[src/rtl/ctrl_pkg.sv]
// Shared encodings for the control pipeline: opcodes, result/immediate selects, ALU codes
// and the decoded control bundle.
package ctrl_pkg;

    typedef enum logic [6:0] {
        OpR      = 7'b0110011,
        OpImm    = 7'b0010011,
        OpLoad   = 7'b0000011,
        OpStore  = 7'b0100011,
        OpBranch = 7'b1100011,
        OpJal    = 7'b1101111,
        OpJalr   = 7'b1100111,
        OpLui    = 7'b0110111
    } opcode_e;

    typedef enum logic [1:0] {
        ResAlu = 2'b00,
        ResMem = 2'b01,
        ResPc4 = 2'b10
    } result_src_e;

    typedef enum logic [2:0] {
        ImmI = 3'b000,
        ImmS = 3'b001,
        ImmB = 3'b010,
        ImmJ = 3'b011,
        ImmU = 3'b100
    } imm_src_e;

    typedef enum logic [3:0] {
        AluAdd  = 4'b0000,
        AluSub  = 4'b0001,
        AluAnd  = 4'b0010,
        AluOr   = 4'b0011,
        AluXor  = 4'b0100,
        AluSlt  = 4'b0101,
        AluSltu = 4'b0110,
        AluSll  = 4'b0111,
        AluSrl  = 4'b1000,
        AluSra  = 4'b1001,
        AluPassB = 4'b1010,
        AluMul  = 4'b1011,
        AluMulh = 4'b1100,
        AluDiv  = 4'b1101,
        AluRem  = 4'b1110
    } alu_ctrl_e;

    typedef struct packed {
        logic        reg_write;
        logic        alu_src;
        logic        mem_write;
        logic        branch;
        logic        jump;
        result_src_e result_src;
        alu_ctrl_e   alu_ctrl;
    } ctrl_t;

    localparam ctrl_t CtrlBubble = ctrl_t'('0);

    // alt selects sub/sra (funct7[5]); callers decide whether alt is honoured
    function automatic alu_ctrl_e alu_from_funct3(input logic [2:0] funct3, input logic alt);
        alu_ctrl_e res;
        case (funct3)
            3'b000:  res = alt ? AluSub : AluAdd;
            3'b001:  res = AluSll;
            3'b010:  res = AluSlt;
            3'b011:  res = AluSltu;
            3'b100:  res = AluXor;
            3'b101:  res = alt ? AluSra : AluSrl;
            3'b110:  res = AluOr;
            default: res = AluAnd;
        endcase
        return res;
    endfunction

endpackage

[src/rtl/ctrl_decode.sv]
// Combinational instruction decode. Define M_EXT_EN to accept the multiply/divide subset
// (funct7 0000001); otherwise those encodings are flagged illegal.
module ctrl_decode
    import ctrl_pkg::*;
(
    input  logic [6:0] op,
    input  logic [2:0] funct3,
    input  logic [6:0] funct7,
    output ctrl_t      ctrl,
    output imm_src_e   imm_src,
    output logic       illegal
);

    ctrl_t    ctrl_raw;
    imm_src_e imm_raw;
    logic     bad;

    always_comb begin
        ctrl_raw = CtrlBubble;
        imm_raw  = ImmI;
        bad      = 1'b0;
        case (op)
            OpR: begin
                ctrl_raw.reg_write = 1'b1;
                if (funct7 == 7'b0000000) begin
                    ctrl_raw.alu_ctrl = alu_from_funct3(funct3, 1'b0);
                end else if (funct7 == 7'b0100000 && (funct3 == 3'b000 || funct3 == 3'b101)) begin
                    ctrl_raw.alu_ctrl = alu_from_funct3(funct3, 1'b1);
`ifdef M_EXT_EN
                end else if (funct7 == 7'b0000001) begin
                    case (funct3)
                        3'b000:  ctrl_raw.alu_ctrl = AluMul;
                        3'b001:  ctrl_raw.alu_ctrl = AluMulh;
                        3'b100:  ctrl_raw.alu_ctrl = AluDiv;
                        3'b110:  ctrl_raw.alu_ctrl = AluRem;
                        default: bad = 1'b1;
                    endcase
`endif
                end else begin
                    bad = 1'b1;
                end
            end
            OpImm: begin
                ctrl_raw.reg_write = 1'b1;
                ctrl_raw.alu_src   = 1'b1;
                // funct7 is only an opcode extension for the shifts; elsewhere it is immediate
                if (funct3 == 3'b001) begin
                    ctrl_raw.alu_ctrl = AluSll;
                    bad = (funct7 != 7'b0000000);
                end else if (funct3 == 3'b101) begin
                    ctrl_raw.alu_ctrl = alu_from_funct3(funct3, funct7[5]);
                    bad = (funct7 != 7'b0000000) && (funct7 != 7'b0100000);
                end else begin
                    ctrl_raw.alu_ctrl = alu_from_funct3(funct3, 1'b0);
                end
            end
            OpLoad: begin
                ctrl_raw.reg_write  = 1'b1;
                ctrl_raw.alu_src    = 1'b1;
                ctrl_raw.result_src = ResMem;
            end
            OpStore: begin
                ctrl_raw.mem_write = 1'b1;
                ctrl_raw.alu_src   = 1'b1;
                imm_raw            = ImmS;
            end
            OpBranch: begin
                ctrl_raw.branch   = 1'b1;
                ctrl_raw.alu_ctrl = AluSub;
                imm_raw           = ImmB;
            end
            OpJal: begin
                ctrl_raw.reg_write  = 1'b1;
                ctrl_raw.jump       = 1'b1;
                ctrl_raw.result_src = ResPc4;
                imm_raw             = ImmJ;
            end
            OpJalr: begin
                ctrl_raw.reg_write  = 1'b1;
                ctrl_raw.jump       = 1'b1;
                ctrl_raw.alu_src    = 1'b1;
                ctrl_raw.result_src = ResPc4;
            end
            OpLui: begin
                ctrl_raw.reg_write = 1'b1;
                ctrl_raw.alu_src   = 1'b1;
                ctrl_raw.alu_ctrl  = AluPassB;
                imm_raw            = ImmU;
            end
            default: bad = 1'b1;
        endcase
    end

    assign illegal = bad;
    assign ctrl    = bad ? CtrlBubble : ctrl_raw;
    assign imm_src = bad ? ImmI : imm_raw;

endmodule

[src/rtl/ctrl_pipeline.sv]
// Control path stage registers (Execute/Memory/Writeback) and load-use hazard detection.
// The M_EXT_EN macro is passed through to the decoder.
module ctrl_pipeline
    import ctrl_pkg::*;
#(
    parameter int unsigned ALUCTRL_W = 4,
    parameter int unsigned RADDR_W   = 5
) (
    input  logic                 clk,
    input  logic                 rst,
    input  logic [6:0]           OpD,
    input  logic [2:0]           funct3D,
    input  logic [6:0]           funct7D,
    input  logic [RADDR_W-1:0]   Rs1D,
    input  logic [RADDR_W-1:0]   Rs2D,
    input  logic [RADDR_W-1:0]   RdD,
    input  logic                 FlushE,
    output logic [2:0]           ImmSrcD,
    output logic                 IllegalD,
    output logic                 StallD,
    output logic                 RegWriteE,
    output logic                 ALUSrcE,
    output logic                 MemWriteE,
    output logic                 BranchE,
    output logic                 JumpE,
    output logic [1:0]           ResultSrcE,
    output logic [ALUCTRL_W-1:0] ALUControlE,
    output logic [RADDR_W-1:0]   RdE,
    output logic                 RegWriteM,
    output logic                 MemWriteM,
    output logic [1:0]           ResultSrcM,
    output logic [RADDR_W-1:0]   RdM,
    output logic                 RegWriteW,
    output logic [1:0]           ResultSrcW,
    output logic [RADDR_W-1:0]   RdW
);

    if (ALUCTRL_W < 4) begin : g_bad_aluctrl_w
        $error("ALUCTRL_W must be at least 4");
    end

    ctrl_t              dec_ctrl;
    imm_src_e           dec_imm;
    ctrl_t              ctrl_e_d;
    logic [RADDR_W-1:0] rd_e_d;
    logic               bubble;

    ctrl_decode u_decode (
        .op      (OpD),
        .funct3  (funct3D),
        .funct7  (funct7D),
        .ctrl    (dec_ctrl),
        .imm_src (dec_imm),
        .illegal (IllegalD)
    );

    assign ImmSrcD = dec_imm;

    // Rs2D is compared regardless of opcode: a false stall costs a cycle, a missed one is wrong
    assign StallD = (ResultSrcE == ResMem) && RegWriteE && (RdE != '0) &&
                    ((RdE == Rs1D) || (RdE == Rs2D));

    assign bubble = StallD | FlushE | IllegalD;

    always_comb begin
        ctrl_e_d = dec_ctrl;
        rd_e_d   = RdD;
        if (bubble) begin
            ctrl_e_d = CtrlBubble;
            rd_e_d   = '0;
        end
    end

    always_ff @(posedge clk or negedge rst) begin
        if (!rst) begin
            RegWriteE   <= 1'b0;
            ALUSrcE     <= 1'b0;
            MemWriteE   <= 1'b0;
            BranchE     <= 1'b0;
            JumpE       <= 1'b0;
            ResultSrcE  <= '0;
            ALUControlE <= '0;
            RdE         <= '0;
            RegWriteM   <= 1'b0;
            MemWriteM   <= 1'b0;
            ResultSrcM  <= '0;
            RdM         <= '0;
            RegWriteW   <= 1'b0;
            ResultSrcW  <= '0;
            RdW         <= '0;
        end else begin
            RegWriteE   <= ctrl_e_d.reg_write;
            ALUSrcE     <= ctrl_e_d.alu_src;
            MemWriteE   <= ctrl_e_d.mem_write;
            BranchE     <= ctrl_e_d.branch;
            JumpE       <= ctrl_e_d.jump;
            ResultSrcE  <= ctrl_e_d.result_src;
            ALUControlE <= ALUCTRL_W'(ctrl_e_d.alu_ctrl);
            RdE         <= rd_e_d;
            RegWriteM   <= RegWriteE;
            MemWriteM   <= MemWriteE;
            ResultSrcM  <= ResultSrcE;
            RdM         <= RdE;
            RegWriteW   <= RegWriteM;
            ResultSrcW  <= ResultSrcM;
            RdW         <= RdM;
        end
    end

endmodule

[config.mk]
export PLATFORM = sky130hd
export DESIGN_NAME = ctrl_pipeline
export DESIGN_NICKNAME = d
export VERILOG_FILES = /design/src/rtl/ctrl_pkg.sv /design/src/rtl/ctrl_decode.sv /design/src/rtl/ctrl_pipeline.sv
export SDC_FILE = /design/constraint.sdc
export NUM_CORES = 1
export LEC_CHECK = 0
export BUFFER_PORTS_ARGS = -buffer_cell sky130_fd_sc_hd__buf_2
export CAP_MARGIN = 20
export CORE_ASPECT_RATIO = 0.9
export CORE_MARGIN = 2
export CORE_UTILIZATION = 46
export DETAILED_ROUTE_END_ITERATION = 10
export PLACE_DENSITY = 0.79
export SLEW_MARGIN = 20
export SYNTH_ARGS = -nofsm -noshare
export SYNTH_HDL_FRONTEND = slang
export SYNTH_SLANG_ARGS = --single-unit
[constraint.sdc]
create_clock -name clk -period 2.05 [get_ports clk]
set_input_delay 0.3075 -clock clk [delete_from_list [all_inputs] [get_ports clk]]
set_output_delay 0.3075 -clock clk [all_outputs]
set_load 0.005 [all_outputs]
==> flow_summary.ini, run 1 <==
[clocking]
htreeDepth = 2
tritoncts = done
clkSlewWorstSetupHoldPaths_ns = 0.06
clkLatencyLatePin_ns = 0.28
post_cts.resized_instances = 0
cts_setup_buffers = 0
post_cts_hold_buffer_count = 0
cts_buffers = 5
numClockSinks = 33
root_buffer_master = clkbuf_8
ctsLongestPathBuffers = 2

[setup_path]
cp_data_arrival_time_ns = 1.66
criticalPathCategory = input pin to primary output
worst-path-max-fanout = 10
critical_path.startpoint_type = input pin
timing.critical_path.to_type = primary output
cp_data_required_time_ns = 1.74

[global_routing]
grt_first_pass_wirelength_mm = 5.38
grt_antenna_before_repair = 0
grt_use_total = 0.183
grt_max_degree = 34
first_global_vias = 1159
globalRoute.totalOverflow = 0

[synth]
ys_dominant_reg_cell = dfrtp_1
post_synth_num_cell_types = 42
ys_seq_area_frac = 0.514
async_flop_share = 1.00
ys_seq_elements = 33
synth-warning-count = 0
synthesis.instances = 144
postSynthNetCount = 179
synth-edff-count = 0
synth.cell_area_mm2 = 0.00161
syn-mean-instance-area_um2 = 11.2

[floorplanning]
floorplan.die_area_mm2 = 0.00398
core_area_mm2 = 0.00335
io_pins = 73
die_h_um = 60.1
start_util = 0.479
die_x_um = 66.3
floorplan.rows = 20

[hold_path]
hold_path_class = input pin to asynchronous set/reset pin

[outcome]
status = complete, no violations

[timing]
final_max_slew_viol_count = 0
timing.final.setup_violations = 0
min_period_ns = 1.96
worst_clock_skew_ns = 0.00316
achievable-frequency_mhz = 509
setup_total_negative_slack_ns = 0
slew_headroom = 0.543
timing_hold_violations_final = 0
min_period_over_period = 0.958
max_slew.worst_pin.slew_ns = 0.685
rsz0062_at_grt = true
fin_hold_ws_ns = 0.0718

[layout]
multiInputGateArea_um2 = 707
drive_gt1_frac = 0.464
num-nets-final = 257
layout_fillers = 302
antennaDiodeCount = 0
layout.cells.most_common_list = buf_2, dfrtp_1, xor2_1, nor2_1
layout.area.seq_um2 = 826
area_delta_synth_final_pct = 31.6
finish.utilization = 0.631
most_frequent_standard_cell_in_the_layout_excluding_fill_and_tap_cells = buf_2

[placed_design]
gp_congestion = 0.875
io_buffers = 72
place_hpwl_mm = 2.70

[route]
detailroute.via_count = 1357
dr_wl_cell_um = 13.1
postRouteWirelength_mm = 3.47
vias_per_cell = 5.10
drt_first_pass_iters = 4
final_antenna_net_count = 0
remaining_drc_errors = 0
drt_iter0_drc = 47

[power]
total_leakage_power_nw = 1.12
power.ir.vdd_worst_mv = 0.187
cellPowerDensity_mw_per_mm2 = 604

[job]
timing.max_cap.violations = 0
==> report_power, final <==
part	switching [mW]	total (mW)	leakage (nW)	internal, mW
clock	0.202	0.467	0.0443	0.266
combinational	0.0892	0.153	0.618	0.0637
sequential	0.00257	0.658	0.460	0.655
==> synth_stat cells (2+ instances only) <==
library cell  count  area (um2)
inv_1             8        30.0
nor3_2            9        90.1
o211ai_1          2        15.0
nor4b_2           2        30.0
clkbuf_1          2        7.51
nor2b_1           2        12.5
buf_6             2        22.5
nor3_1            4        20.0
o21ai_0           2        10.0
dfrtp_1          33         826
nor4_1            7        43.8
nor2_1           11        41.3
nand2_1           9        33.8
or3_1             2        12.5
a21oi_1           5        25.0
nand2b_1          2        12.5
a22oi_1           2        15.0
buf_2             3        15.0
nand3b_1          2        15.0
xor2_1           12         105
nand3_1           2        10.0
==> registers in the layout, summed over array words and instances, names as in the netlist <==
register     count
RegWriteE        1
MemWriteM        1
ResultSrcM       2
JumpE            1
ResultSrcW       2
RegWriteW        1
ResultSrcE       2
RdW              5
RdM              5
RegWriteM        1
RdE              5
ALUSrcE          1
MemWriteE        1
ALUControlE      4
BranchE          1
==> metrics by stage <==
| stage | worst slack (ns) | power, mW | std cells | cell area, um2 |
|---|---|---|---|---|
| global placement | 0.106 | 0.819 | 259 | 2020 |
| CTS | 0.0914 | 1.29 | 266 | 2110 |
| finish | 0.0865 | 1.28 | 266 | 2120 |
| detailed placement | 0.0811 | 0.821 | 259 | 2020 |
| floorplan | 0.223 | 0.752 | 144 | 1610 |
| global route | -0.0188 | 1.34 | 266 | 2120 |
==> critical path, stage by stage <==
cell      delay (ns)
buf_2           0.21
inv_4           0.06
or4b_4          0.52
a31oi_4         0.21
o211ai_4        0.17
buf_2           0.17
==> per-layer routing <==
metal,global-route usage,part of all wire,routed length (um)
met2,0.299,0.50,1730
met1,0.227,0.40,1410
met4,0.0787,0.019,65
met3,0.0527,0.077,269
met5,0,0,0
==> kinds of logic (layout without fill, tap and decap cells) <==
logic type	Yosys count	count (layout)	share of synthesized area
AO/OA/AOI/OAI	22	22	0.114
XOR/XNOR	13	13	0.0708
buffers and inverters	16	94	0.0506
flip-flops	33	33	0.514
multiplexers	1	1	0.00700
AND/OR/NAND/NOR	59	59	0.244
==> final cells by class <==
| type | count | area share |
|---|---|---|
| Sequential cell | 33 | 0.390 |
| Multi-Input combinational cell | 95 | 0.334 |
| Timing Repair Buffer | 78 | 0.192 |
| Clock buffer | 7 | 0.0408 |
| Tap cell | 44 | 0.0260 |
| Inverter | 9 | 0.0171 |
==> path summary, 6_finish.rpt <==
path	slack (ns)	end	start	depth (start not counted)
setup / recovery	0.09	IllegalD	OpD[5]	6
hold / removal	0.07	RdM[2]	rst	1
setup reg to reg	0.13	RdE[2]	RdE[2]	6
hold reg to reg	0.37	ResultSrcW[0]	ResultSrcM[0]	0
max in group asynchronous	1.54	RegWriteW	rst	1
min in group clk	0.25	RdE[4]	RdD[4]	3
No activity file was read; power rests on OpenSTA's default activity.
==> inputs of run 2 (changes only) <==
--- a/config.mk
+++ b/config.mk
@@ -5,13 +5,14 @@
 export SDC_FILE = /design/constraint.sdc
 export NUM_CORES = 1
 export LEC_CHECK = 0
+export ABC_AREA = 1
 export BUFFER_PORTS_ARGS = -buffer_cell sky130_fd_sc_hd__buf_2
 export CAP_MARGIN = 20
 export CORE_ASPECT_RATIO = 0.9
 export CORE_MARGIN = 2
-export CORE_UTILIZATION = 46
+export CORE_UTILIZATION = 47
 export DETAILED_ROUTE_END_ITERATION = 10
-export PLACE_DENSITY = 0.79
+export PLACE_DENSITY = 0.8
 export SLEW_MARGIN = 20
 export SYNTH_ARGS = -nofsm -noshare
 export SYNTH_HDL_FRONTEND = slang
==> flow_summary.ini, run 2 <==
[outcome]
status = complete, no violations

[power]
netSwitchingFraction = 0.238
power.ir.vdd_worst_mv = 0.245
internal_power_uw = 942
clockPowerShare = 0.360
combinationalPowerShare = 0.108
total_leakage_power_nw = 1.25
share_seq_of_total_power = 0.532
net-switching-power_uw = 295
cellPowerDensity_mw_per_mm2 = 577

[placed_design]
place_hpwl_mm = 2.70
gp_congestion = 0.816
io_buffers = 72

[clocking]
ctsLongestPathBuffers = 2
htreeDepth = 2
tritoncts = done
root_buffer_master = clkbuf_8
post_cts_hold_buffer_count = 0
clkSlewWorstSetupHoldPaths_ns = 0.06
cts_setup_buffers = 0
numClockSinks = 33
clkLatencyLatePin_ns = 0.28
post_cts.resized_instances = 0
cts_buffers = 5

[timing]
rsz0062_at_grt = false
timing.final.setup_violations = 0
achievable-frequency_mhz = 589
slew_headroom = 0.549
worst_clock_skew_ns = 0.00166
setup_total_negative_slack_ns = 0
min_period_over_period = 0.828
min_period_ns = 1.70
timing_hold_violations_final = 0
final_max_slew_viol_count = 0
max_slew.worst_pin.slew_ns = 0.676

[synth]
netlist_top_cells_count = nand2_1, dfrtp_1, nor2_1, inv_1, nand3_1
synth-edff-count = 0
postSynthNetCount = 233
ys_dominant_reg_cell = dfrtp_1
synth.area.top_cells = dfrtp_1, nand2_1, nor2_1, inv_1, nand3_1
syn-mean-instance-area_um2 = 8.37
async_flop_share = 1.00
post_synth_num_cell_types = 24
synth.largest_area_cell = dfrtp_1
synth_top_area_frac = 0.498
synth-warning-count = 0
yosys.cell_count.top_type = nand2_1
synth.cell_area_mm2 = 0.00166
ys_seq_area_frac = 0.498
ys_seq_elements = 33
synthesis.instances = 198

[setup_path]
cpLargestDelayFamily = simple AND/OR/NAND/NOR gates
cp_data_arrival_time_ns = 1.39
crit_path_cell_trace = inv_1 > nand2_1 > nand2_1 > nor2_1 > nand3_1 > nand2_1 > nand2_1 > inv_1 > buf_2
criticalPathCategory = flip-flop to primary output
critical_path.reg2reg.startpoint = RdE[2]
crit_path_start = RdE[2]
critical_path.startpoint_type = flip-flop
worst-path-max-fanout = 5
cp_data_required_time_ns = 1.74
critical_path.slowest_cell = dfrtp_1
timing.critical_path.slowest_cell_delay_ns = 0.40
timing.critical_path.mode_cell = nand2_1
timing.critical_path.to_type = primary output
critPathBufInv = 3

[route]
vias_per_cell = 4.64
postRouteWirelength_mm = 3.28
dr_wl_cell_um = 10.2
detailroute.via_count = 1489
drt_iter0_drc = 79
remaining_drc_errors = 0
drt_first_pass_iters = 4
final_antenna_net_count = 0

[layout]
area_delta_synth_final_pct = 29.4
layout.area.seq_um2 = 826
multiInputGateArea_um2 = 693
finish.utilization = 0.635
antennaDiodeCount = 0
drive_gt1_frac = 0.386
num-nets-final = 311
top_registers = RdE: 5 flops, RdM: 5 flops, RdW: 5 flops
layout_fillers = 329
most_frequent_standard_cell_in_the_layout_excluding_fill_and_tap_cells = buf_2
layout.cells.most_common_list = buf_2, nand2_1, dfrtp_1, nor2_1, inv_1

[floorplanning]
die_x_um = 66.6
die_h_um = 60.3
floorplan.rows = 20
core_area_mm2 = 0.00338
io_pins = 73
floorplan.die_area_mm2 = 0.00402
start_util = 0.491

[global_routing]
grt_use_total = 0.174
grt_first_pass_wirelength_mm = 5.23
grt_max_degree = 34
first_global_vias = 1346
globalRoute.totalOverflow = 0
grt_antenna_before_repair = 0

[hold_path]
hold_path_class = input pin to asynchronous set/reset pin

[job]
timing.max_cap.violations = 0
==> run 2: path summary, 6_finish.rpt <==
check,to,slack (ns),cells past startpoint
setup reg to reg,RdE[1],0.44,9
hold reg to reg,RdW[4],0.37,0
min in group clk,RdE[3],0.27,2
setup / recovery,StallD,0.35,9
hold / removal,ResultSrcW[1],0.06,1
max in group asynchronous,ResultSrcE[0],1.56,1
==> run 2: cell type report <==
cell class                 count  share of cell area
clock inverter                 2             0.00467
multi-input combinational    131               0.323
clock buffer                   6              0.0338
tap                           44              0.0257
timing repair buffer          73               0.172
sequential                    33               0.385
inverter                      32              0.0560
==> run 2: per-layer routing <==
layer | track usage | share of wire
met1 | 0.188 | 0.39
met3 | 0.0557 | 0.082
met2 | 0.320 | 0.51
met5 | 0 | 0
met4 | 0.0700 | 0.012
==> run 2: through the flow <==
stage | power [mW] | cell area, um2 | cells | setup WS, ns | hold WS, ns
final | 1.24 | 2140 | 321 | 0.353 | 0.0611
after global routing | 1.30 | 2140 | 321 | 0.222 | 0.118
after CTS | 1.26 | 2140 | 321 | 0.329 | 0.0820
after detailed placement | 0.805 | 2060 | 313 | 0.405 | 0.360
after global placement | 0.802 | 2060 | 313 | 0.428 | 0.356
after floorplan | 0.738 | 1660 | 198 | 0.635 | 0.0119
==> run 2: cell families (layout without fill, tap and decap cells) <==
group | count (synthesis) | count (layout) | share of synthesized area
AOI/OAI and AO/OA | 11 | 11 | 0.0362
xor gates and xnor gates | 2 | 2 | 0.0106
buffers and inverters | 34 | 113 | 0.0838
DFF | 33 | 33 | 0.498
and+or+nand+nor | 118 | 118 | 0.371
==> run 2: power groups by stage <==
stage                     logic [mW]  clock network [mW]  registers (mW)
final                          0.134               0.446           0.658
after global routing           0.152               0.491           0.658
after CTS                      0.136               0.463           0.658
after detailed placement       0.135                   0           0.670
after global placement         0.132                   0           0.670
after floorplan               0.0674                   0           0.670
